### src/rtl/matmul_pkg.sv
// Shared types and sizing helpers for the streaming matrix multiplier.
// Included by matmul_mac and matmul_stream.
package matmul_pkg;

    typedef enum logic [1:0] {
        LOAD_A,
        LOAD_B,
        COMPUTE,
        OUT
    } matmul_state_t;

    // Result width: a full N-term sum of W x W products never overflows.
    function automatic int matmul_ow(input int n, input int w);
        return 2 * w + $clog2(n);
    endfunction

    // Counter/index width that stays legal when the range collapses to one value.
    function automatic int matmul_idx_w(input int n);
        return (n > 1) ? $clog2(n) : 1;
    endfunction

endpackage

### src/rtl/matmul_mac.sv
// Single multiply-accumulate unit: acc <= acc + a*b in one registered step.
// Define MATMUL_SIGNED_EN for two's-complement operands and accumulation.
module matmul_mac
    import matmul_pkg::*;
#(
    parameter int W  = 8,
    parameter int OW = matmul_ow(3, 8)
) (
    input  logic          clk,
    input  logic          rst_n,
    input  logic          clear,
    input  logic          enable,
    input  logic [W-1:0]  a,
    input  logic [W-1:0]  b,
    output logic [OW-1:0] acc
);

    logic [2*W-1:0] prod;
    logic [OW-1:0]  prod_ext;

    always_comb begin
`ifdef MATMUL_SIGNED_EN
        prod     = $signed(a) * $signed(b);
        prod_ext = OW'($signed(prod));
`else
        prod     = a * b;
        prod_ext = OW'(prod);
`endif
    end

    // NOTE: sequential state uses non-blocking assignments so every register
    // samples pre-edge values, independent of process evaluation order.
    always_ff @(posedge clk or negedge rst_n) begin
        if (!rst_n) begin
            acc <= '0;
        end else if (clear) begin
            acc <= '0;
        end else if (enable) begin
            acc <= acc + prod_ext;
        end
    end

endmodule

### src/rtl/matmul_stream.sv
// Stream-interfaced N x N matrix multiplier (C = A*B) built around one MAC.
// Optional MATMUL_SIGNED_EN selects signed arithmetic inside matmul_mac.
module matmul_stream
    import matmul_pkg::*;
#(
    parameter  int N  = 3,
    parameter  int W  = 8,
    localparam int OW = matmul_ow(N, W)
) (
    input  logic          clk,
    input  logic          rst_n,
    input  logic          in_valid,
    output logic          in_ready,
    input  logic [W-1:0]  in_data,
    output logic          out_valid,
    input  logic          out_ready,
    output logic [OW-1:0] out_data,
    output logic          out_last,
    output logic          busy
);

    localparam int NN = N * N;
    localparam int IW = matmul_idx_w(N);
    localparam int AW = matmul_idx_w(NN);

    localparam logic [IW-1:0] IDX_LAST = IW'(N - 1);
    localparam logic [AW-1:0] CNT_LAST = AW'(NN - 1);

    matmul_state_t state, state_n;

    logic [AW-1:0] cnt;
    logic [IW-1:0] i, j, k;

    logic [W-1:0]  a_buf [NN];
    logic [W-1:0]  b_buf [NN];
    logic [AW-1:0] a_idx, b_idx;
    logic [W-1:0]  mac_a, mac_b;

    logic in_hs, out_hs;
    logic mac_en, mac_clr;

    assign in_ready  = (state == LOAD_A) || (state == LOAD_B);
    assign out_valid = (state == OUT);
    assign out_last  = out_valid && (i == IDX_LAST) && (j == IDX_LAST);
    assign busy      = !((state == LOAD_A) && (cnt == '0));

    assign in_hs  = in_valid && in_ready;
    assign out_hs = out_valid && out_ready;

    always_ff @(posedge clk or negedge rst_n) begin
        if (!rst_n) begin
            state <= LOAD_A;
        end else begin
            state <= state_n;
        end
    end

    // NOTE: every output of this block is assigned a default first, so no
    // path through the case can leave a value unassigned and infer a latch.
    always_comb begin
        state_n = state;
        mac_en  = 1'b0;
        mac_clr = 1'b0;
        case (state)
            LOAD_A: begin
                if (in_hs && (cnt == CNT_LAST)) begin
                    state_n = LOAD_B;
                end
            end
            LOAD_B: begin
                if (in_hs && (cnt == CNT_LAST)) begin
                    state_n = COMPUTE;
                    mac_clr = 1'b1;
                end
            end
            COMPUTE: begin
                mac_en = 1'b1;
                if (k == IDX_LAST) begin
                    state_n = OUT;
                end
            end
            OUT: begin
                if (out_hs) begin
                    mac_clr = 1'b1;
                    state_n = ((i == IDX_LAST) && (j == IDX_LAST)) ? LOAD_A : COMPUTE;
                end
            end
            default: state_n = LOAD_A;
        endcase
    end

    // Element counter for loads, k for the dot product, (i,j) for the output walk.
    always_ff @(posedge clk or negedge rst_n) begin
        if (!rst_n) begin
            cnt <= '0;
            i   <= '0;
            j   <= '0;
            k   <= '0;
        end else begin
            case (state)
                LOAD_A, LOAD_B: begin
                    if (in_hs) begin
                        cnt <= (cnt == CNT_LAST) ? '0 : cnt + 1'b1;
                    end
                end
                COMPUTE: begin
                    k <= (k == IDX_LAST) ? '0 : k + 1'b1;
                end
                OUT: begin
                    if (out_hs) begin
                        if (j == IDX_LAST) begin
                            j <= '0;
                            i <= (i == IDX_LAST) ? '0 : i + 1'b1;
                        end else begin
                            j <= j + 1'b1;
                        end
                    end
                end
                default: ;
            endcase
        end
    end

    // NOTE: the operand buffers carry no reset; each entry is rewritten during
    // its load phase before COMPUTE can read it, so reset would only add cost.
    always_ff @(posedge clk) begin
        if (in_hs) begin
            if (state == LOAD_A) begin
                a_buf[cnt] <= in_data;
            end else begin
                b_buf[cnt] <= in_data;
            end
        end
    end

    always_comb begin
        a_idx = AW'(int'(i) * N + int'(k));
        b_idx = AW'(int'(k) * N + int'(j));
        mac_a = a_buf[a_idx];
        mac_b = b_buf[b_idx];
    end

    // The accumulator doubles as the output register: it is frozen while in OUT.
    matmul_mac #(
        .W (W),
        .OW(OW)
    ) u_mac (
        .clk   (clk),
        .rst_n (rst_n),
        .clear (mac_clr),
        .enable(mac_en),
        .a     (mac_a),
        .b     (mac_b),
        .acc   (out_data)
    );

endmodule
### config.mk
export PLATFORM = sky130hd
export DESIGN_NAME = matmul_stream
export DESIGN_NICKNAME = d
export VERILOG_FILES = /design/src/rtl/matmul_pkg.sv /design/src/rtl/matmul_mac.sv /design/src/rtl/matmul_stream.sv
export SDC_FILE = /design/constraint.sdc
export NUM_CORES = 1
export LEC_CHECK = 0
export CAP_MARGIN = 5
export CORE_ASPECT_RATIO = 1.2
export CORE_MARGIN = 2
export CORE_UTILIZATION = 30
export CTS_CLUSTER_DIAMETER = 200
export DETAILED_ROUTE_END_ITERATION = 8
export GPL_TIMING_DRIVEN = 1
export PLACE_DENSITY_LB_ADDON = 0.05
export SLEW_MARGIN = 15
export SYNTH_ARGS = -nofsm -noshare
export SYNTH_HDL_FRONTEND = slang
export SYNTH_SLANG_ARGS = --single-unit
### constraint.sdc
create_clock -name clk -period 7.4 [get_ports clk]
set_input_delay 1.48 -clock clk [delete_from_list [all_inputs] [get_ports clk]]
set_output_delay 1.48 -clock clk [all_outputs]
set_load 0.01 [all_outputs]
==> results of run 1 <==
cell families (layout without fill, tap and decap cells):
kind of cell	after synthesis	count (layout)
AO/OA/AOI/OAI	88	88
XOR/XNOR	7	7
adder cells (fa/ha/maj)	108	108
buffers and inverters	138	201
flip-flops	174	174
multiplexers	50	50
AND/OR/NAND/NOR	177	177
layout by cell type (no fill, tap or decap), types with 3 or more instances in the layout:
| cell type | count |
|---|---|
| clkbuf_16 | 17 |
| a211oi_1 | 3 |
| o21ai_1 | 14 |
| nor2_1 | 50 |
| o21ai_0 | 17 |
| a21oi_1 | 19 |
| a21o_1 | 10 |
| a22o_1 | 5 |
| nor3b_1 | 4 |
| clkdlybuf4s50_1 | 32 |
| or2_1 | 5 |
| nand2b_1 | 15 |
| mux2i_1 | 17 |
| edfxtp_1 | 144 |
| nor3_1 | 7 |
| or4_1 | 3 |
| ha_1 | 53 |
| dfrtp_1 | 30 |
| mux4_2 | 32 |
| inv_1 | 116 |
| a31oi_1 | 3 |
| xnor2_1 | 5 |
| nand3_1 | 5 |
| buf_4 | 18 |
| and3_2 | 3 |
| and2_1 | 16 |
| fa_1 | 53 |
| inv_6 | 3 |
| nand2_1 | 56 |
registers in the layout, indices dropped and copies added (netlist names):
name       flops
u_mac.acc     18
i              2
b_buf         72
k              2
j              2
a_buf         72
state          2
cnt            4
path summary, 6_finish.rpt:
kind                         startpoint       endpoint  slack [ns]  cells after the start
setup / recovery                   k[1]  u_mac.acc[17]        0.51                     23
hold / removal             u_mac.acc[5]   u_mac.acc[5]        0.53                      1
setup reg to reg                   k[1]  u_mac.acc[17]        0.51                     23
hold reg to reg            u_mac.acc[5]   u_mac.acc[5]        0.53                      1
max in group asynchronous         rst_n   u_mac.acc[5]        5.76                      1
min in group asynchronous         rst_n  u_mac.acc[16]        1.13                      1
final cells by class:
cell class                 count  area (um2)
tap                          407         509
inverter                     118         443
sequential                   174        5070
clock inverter                15         156
fill                        3148       20900
clock buffer                  17         425
timing repair buffer          51         460
multi-input combinational    430        4160
through the flow:
stage / area, um2 / hold slack (ns) / setup WS [ns] / utilization (%)
6_report: 11200 / 0.526 / 0.507 / 34.9
3_5_place_dp: 10600 / 0.518 / 0.286 / 33.1
5_1_grt: 11200 / 0.569 / 0.156 / 34.9
3_3_place_gp: 10600 / 0.512 / 0.299 / 33.1
2_1_floorplan: 9770 / 0.501 / 0.810 / -
4_1_cts: 11200 / 0.534 / 0.272 / 34.9
critical path, delay by kind of cell, from the launching register on:
kind	cells	cell delay (ns)
fa+ha+maj	8	3.71
compound gates	5	1.06
simple gates	4	1.01
buf+inv	5	0.42
flops	1	0.39
mux	1	0.22
metal layers:
layer / vias up / global-route usage (%) / wire (um) / part of all wire [%]
met5: - / 0 / 0 / 0
met3: 18 / 2.44 / 591 / 2.6
met2: 86 / 26.6 / 12400 / 54
li1: 2680 / - / - / -
met1: 2894 / 17.2 / 9760 / 42
met4: 0 / 3.85 / 331 / 1.4
==> results.toml, run 1 <==
[min_path]
hp-class = "reg -> reg"

[floorplanning]
coreArea_mm2 = 0.0322
die_x_um = 169
die_y_um = 202
start_util_pct = 30.4
io_pins = 34
rows = 72
die-area_mm2 = 0.0340

[synth]
yosys-top-cells-count = "144 x edfxtp_1, 116 x inv_1, 56 x nand2_1, 54 x fa_1, 54 x ha_1"
synth-seq-cells = 174
syn_area_mm2 = 0.00977
synth_xor_area_share_pct = 0.628
synth_top_family_by_area = "adder cells"
ys_warn_count = 0
synth_top_flop_cell = "edfxtp_1"
synth_fa_ha_area_share_pct = 18.0
yosysTopAreaCell = "edfxtp_1"
synth_nets = 862
yosys.area_share.simple_pct = 8.79
synth_cell_types = 57
synth_enable_flop_cells = 144
synth_most_common_cell = "edfxtp_1"
netlist_instances = 742
synth_mux_area_share_pct = 9.23
syn_avg_cell_area_um2 = 13.2
yosysTopAreaCellShare_pct = 44.3
async_flop_share_pct = 17.2
ys_seq_area_share_pct = 51.9
synth-compound-area-share_pct = 5.71
synth_area_leaders = "edfxtp_1 44%, fa_1 11%, dfrtp_1 7.7%"

[routing]
routed_wl_um = 23000
first_pass_iters = 4
wl_per_cell_um = 19.0
vias = 5678
antenna_left = 0
drt_iter0_markers = 383
vias_per_cell = 4.68
drc = 0

[global_route]
grt_usage_pct = 14.4
grt_max_degree = 31
grt_pass1_vias = 6175
grt-ovfl-total = 0
antenna_found_initial = 0
grt_pass1_wl_um = 36400

[worst_setup_path]
arrival_ns = 7.25
worstPathCellList = "inv_1 -> fa_1 -> inv_1 -> ha_2 -> inv_1 -> fa_2 -> mux2i_1 -> nand2_1 -> o21ai_1 -> nor2_1 -> fa_1 -> fa_1 -> fa_1 -> inv_1 -> fa_1 -> inv_1 -> ha_1 -> a21o_1 -> or3_4 -> o2111a_1 -> o21ai_1 -> or4b_1 -> o211ai_2"
critPathSlowestCell = "fa_2"
cp.required_ns = 7.76
path_class = "reg -> reg"
max_stage_delay_ns = 0.72
crit_fanout = 8
cp-end-kind = "register"
cp-start-kind = "register"

[sta]
tightest_slew_ns = 1.03
hold_violations = 0
finalSetupViolations = 0
max_freq_mhz = 145
setup_tns_ns = 0
slew_violations = 0
post-route-period-util_pct = 93.2
relSlewSlack_pct = 30.5
rsz0062_at_grt = "no"
fin_worst_skew_ns = 0.00751
finalCriticalPeriod_ns = 6.89

[placement]
gp_congestion = 0.796
io_buffers = 33
dp_cells = 1180
place_hpwl_um = 17400

[clock_tree]
worst_skew_pair.late_latency_ns = 0.43
path_clk_slew_ns = 0.07
clock-root-buffer = "clkbuf_16"
cts_buffer_depth = 2
ctsHoldBuffers = 0
cts_setup_buffers = 0
clock_sinks = 174
cts_buffers = 17
cts_resized = 0
cts_tree = "done"
htree_levels = 4

[outcome]
status = "completed"

[run]
drv_cap = 0

[layout]
drive_above_1_share_pct = 12.4
antenna_cells = 0
instances_no_fill = 1212
nets = 912
area_growth_pct = 14.9
Power of run 1 is left out: the tool's default activity adds up to more than one toggle a clock period on the data nets, which glitch-free logic cannot reach.
==> run 2: changes to the inputs <==
--- a/config.mk
+++ b/config.mk
@@ -12,8 +12,7 @@
 export CTS_CLUSTER_DIAMETER = 200
 export DETAILED_ROUTE_END_ITERATION = 8
 export GPL_TIMING_DRIVEN = 1
-export PLACE_DENSITY_LB_ADDON = 0.05
-export SLEW_MARGIN = 15
+export SETUP_SLACK_MARGIN = 0.15
 export SYNTH_ARGS = -nofsm -noshare
 export SYNTH_HDL_FRONTEND = slang
 export SYNTH_SLANG_ARGS = --single-unit
==> results.toml, run 2 (same netlist as run 1, synthesis figures left out) <==
[routing]
antenna_left = 0
drc = 0
first_pass_iters = 4
drt_iter0_markers = 380
vias_per_cell = 4.62
wl_per_cell_um = 16.8
vias = 5584
routed_wl_um = 20300

[min_path]
hp-class = "reg -> reg"
hold_path_end = "u_mac.acc[14]"
min_from = "u_mac.acc[14]"
whs_path_depth = 2

[floorplanning]
die-area_mm2 = 0.0340
io_pins = 34
die_x_um = 169
die_y_um = 202
start_util_pct = 30.4
coreArea_mm2 = 0.0322
rows = 72

[global_route]
grt_usage_pct = 12.5
grt_pass1_vias = 5935
grt_pass1_wl_um = 32300
grt_max_degree = 31
antenna_found_initial = 0
grt-ovfl-total = 0

[placement]
pre_cts_slack_ns = 0.384
io_buffers = 33
gp_congestion = 0.794
dp_cells = 1176
place_hpwl_um = 14900

[worst_setup_path]
r2r_slack_ns = 0.54
crit_fanout = 8
cp-start-kind = "register"
timing.rr.end = "u_mac.acc[17]"
r2r-start = "k[0]"
rr_worst_depth = 23
path_class = "reg -> reg"
cp.required_ns = 7.75
cp-end-kind = "register"
arrival_ns = 7.22

[clock_tree]
ctsHoldBuffers = 0
clock_sinks = 174
cts_buffer_depth = 2
cts_tree = "done"
path_clk_slew_ns = 0.08
cts_buffers = 17
clock-root-buffer = "clkbuf_16"
htree_levels = 4
worst_skew_pair.late_latency_ns = 0.43
cts_setup_buffers = 0

[layout]
drive_above_1_share_pct = 12.1
top_regs = "a_buf (72), b_buf (72), u_mac.acc (18)"
nets = 908
antenna_cells = 0
final_cell_mix = "144 x edfxtp_1, 116 x inv_1, 56 x nand2_1"
instances_no_fill = 1208
area_growth_pct = 14.8
final_common_cell = "edfxtp_1"

[run]
drv_cap = 0

[sta]
tightest_slew_ns = 1.09
max_freq_mhz = 146
layout_setup_ws_ns = 0.538
relSlewSlack_pct = 27.2
slew_violations = 0
finalSetupViolations = 0
rsz0062_at_grt = "no"
post-route-period-util_pct = 92.7
finalCriticalPeriod_ns = 6.86
hold_violations = 0
setup_tns_ns = 0
fin_worst_skew_ns = 0.0108

[outcome]
status = "completed"
-- run 2: changes by cell type in the layout (fill, tap and decap cells not counted), sizes merged --
cell / change
clkbuf: +1
clkinv: +1
inv: +1
clkinvlp: -2
bufinv: -1
buf: -4
-- run 2: timing repair --
| action | in CTS | in global routing |
|---|---|---|
| resized for setup | 0 | 4 |
| endpoints found under the setup margin | 0 | 2 |
| endpoints found under the hold margin | 0 | 0 |
-- run 2: worst max path at each step --
stage / startpoint / end / slack (ns) / cells past startpoint
finish: k[0] / u_mac.acc[17] / 0.54 / 23
global route: k[1] / u_mac.acc[17] / 0.19 / 23
floorplan: k[1] / u_mac.acc[17] / 0.81 / 24
detailed placement: k[1] / u_mac.acc[17] / 0.38 / 23
global placement: k[0] / u_mac.acc[17] / 0.50 / 23
CTS: k[0] / u_mac.acc[17] / 0.38 / 23
-- run 2: critical path, cell delays in order, from the launching register on --
cell,delay (ns)
dfrtp_1,0.44
inv_1,0.16
fa_1,0.44
inv_1,0.07
ha_1,0.13
inv_1,0.05
fa_2,0.70
mux2i_1,0.23
nand2_1,0.08
o21ai_1,0.34
nor2_1,0.16
fa_1,0.48
fa_1,0.48
fa_1,0.55
inv_1,0.05
fa_1,0.52
inv_1,0.04
ha_1,0.38
a21o_1,0.22
or3_4,0.33
o2111a_1,0.27
o21ai_1,0.13
or4b_1,0.46
o211ai_2,0.07
-- run 2: final cells by class --
class / instances / area [um2]
Inverter: 118 / 443
Sequential cell: 174 / 5070
Fill cell: 3082 / 20900
Clock buffer: 18 / 429
Tap cell: 407 / 509
Clock inverter: 14 / 173
Timing Repair Buffer: 47 / 430
Multi-Input combinational cell: 430 / 4150
-- run 2: per-stage QoR --
stage,instance area [um2],util [%],hold slack (ns)
6_report,11200,34.9,0.535
5_1_grt,11200,34.9,0.556
4_1_cts,11200,34.8,0.541
3_5_place_dp,10600,33.0,0.524
3_3_place_gp,10600,33.0,0.506
2_1_floorplan,9770,-,0.501
-- run 2: routing by layer --
layer / GRT usage [%] / up-vias / wire length [um]
li1: - / 2678 / -
met1: 15.2 / 2744 / 8760
met2: 21.9 / 119 / 10300
met3: 2.24 / 43 / 680
met4: 4.86 / 0 / 622
met5: 0 / - / 0
Power of run 2 is left out for the same reason.
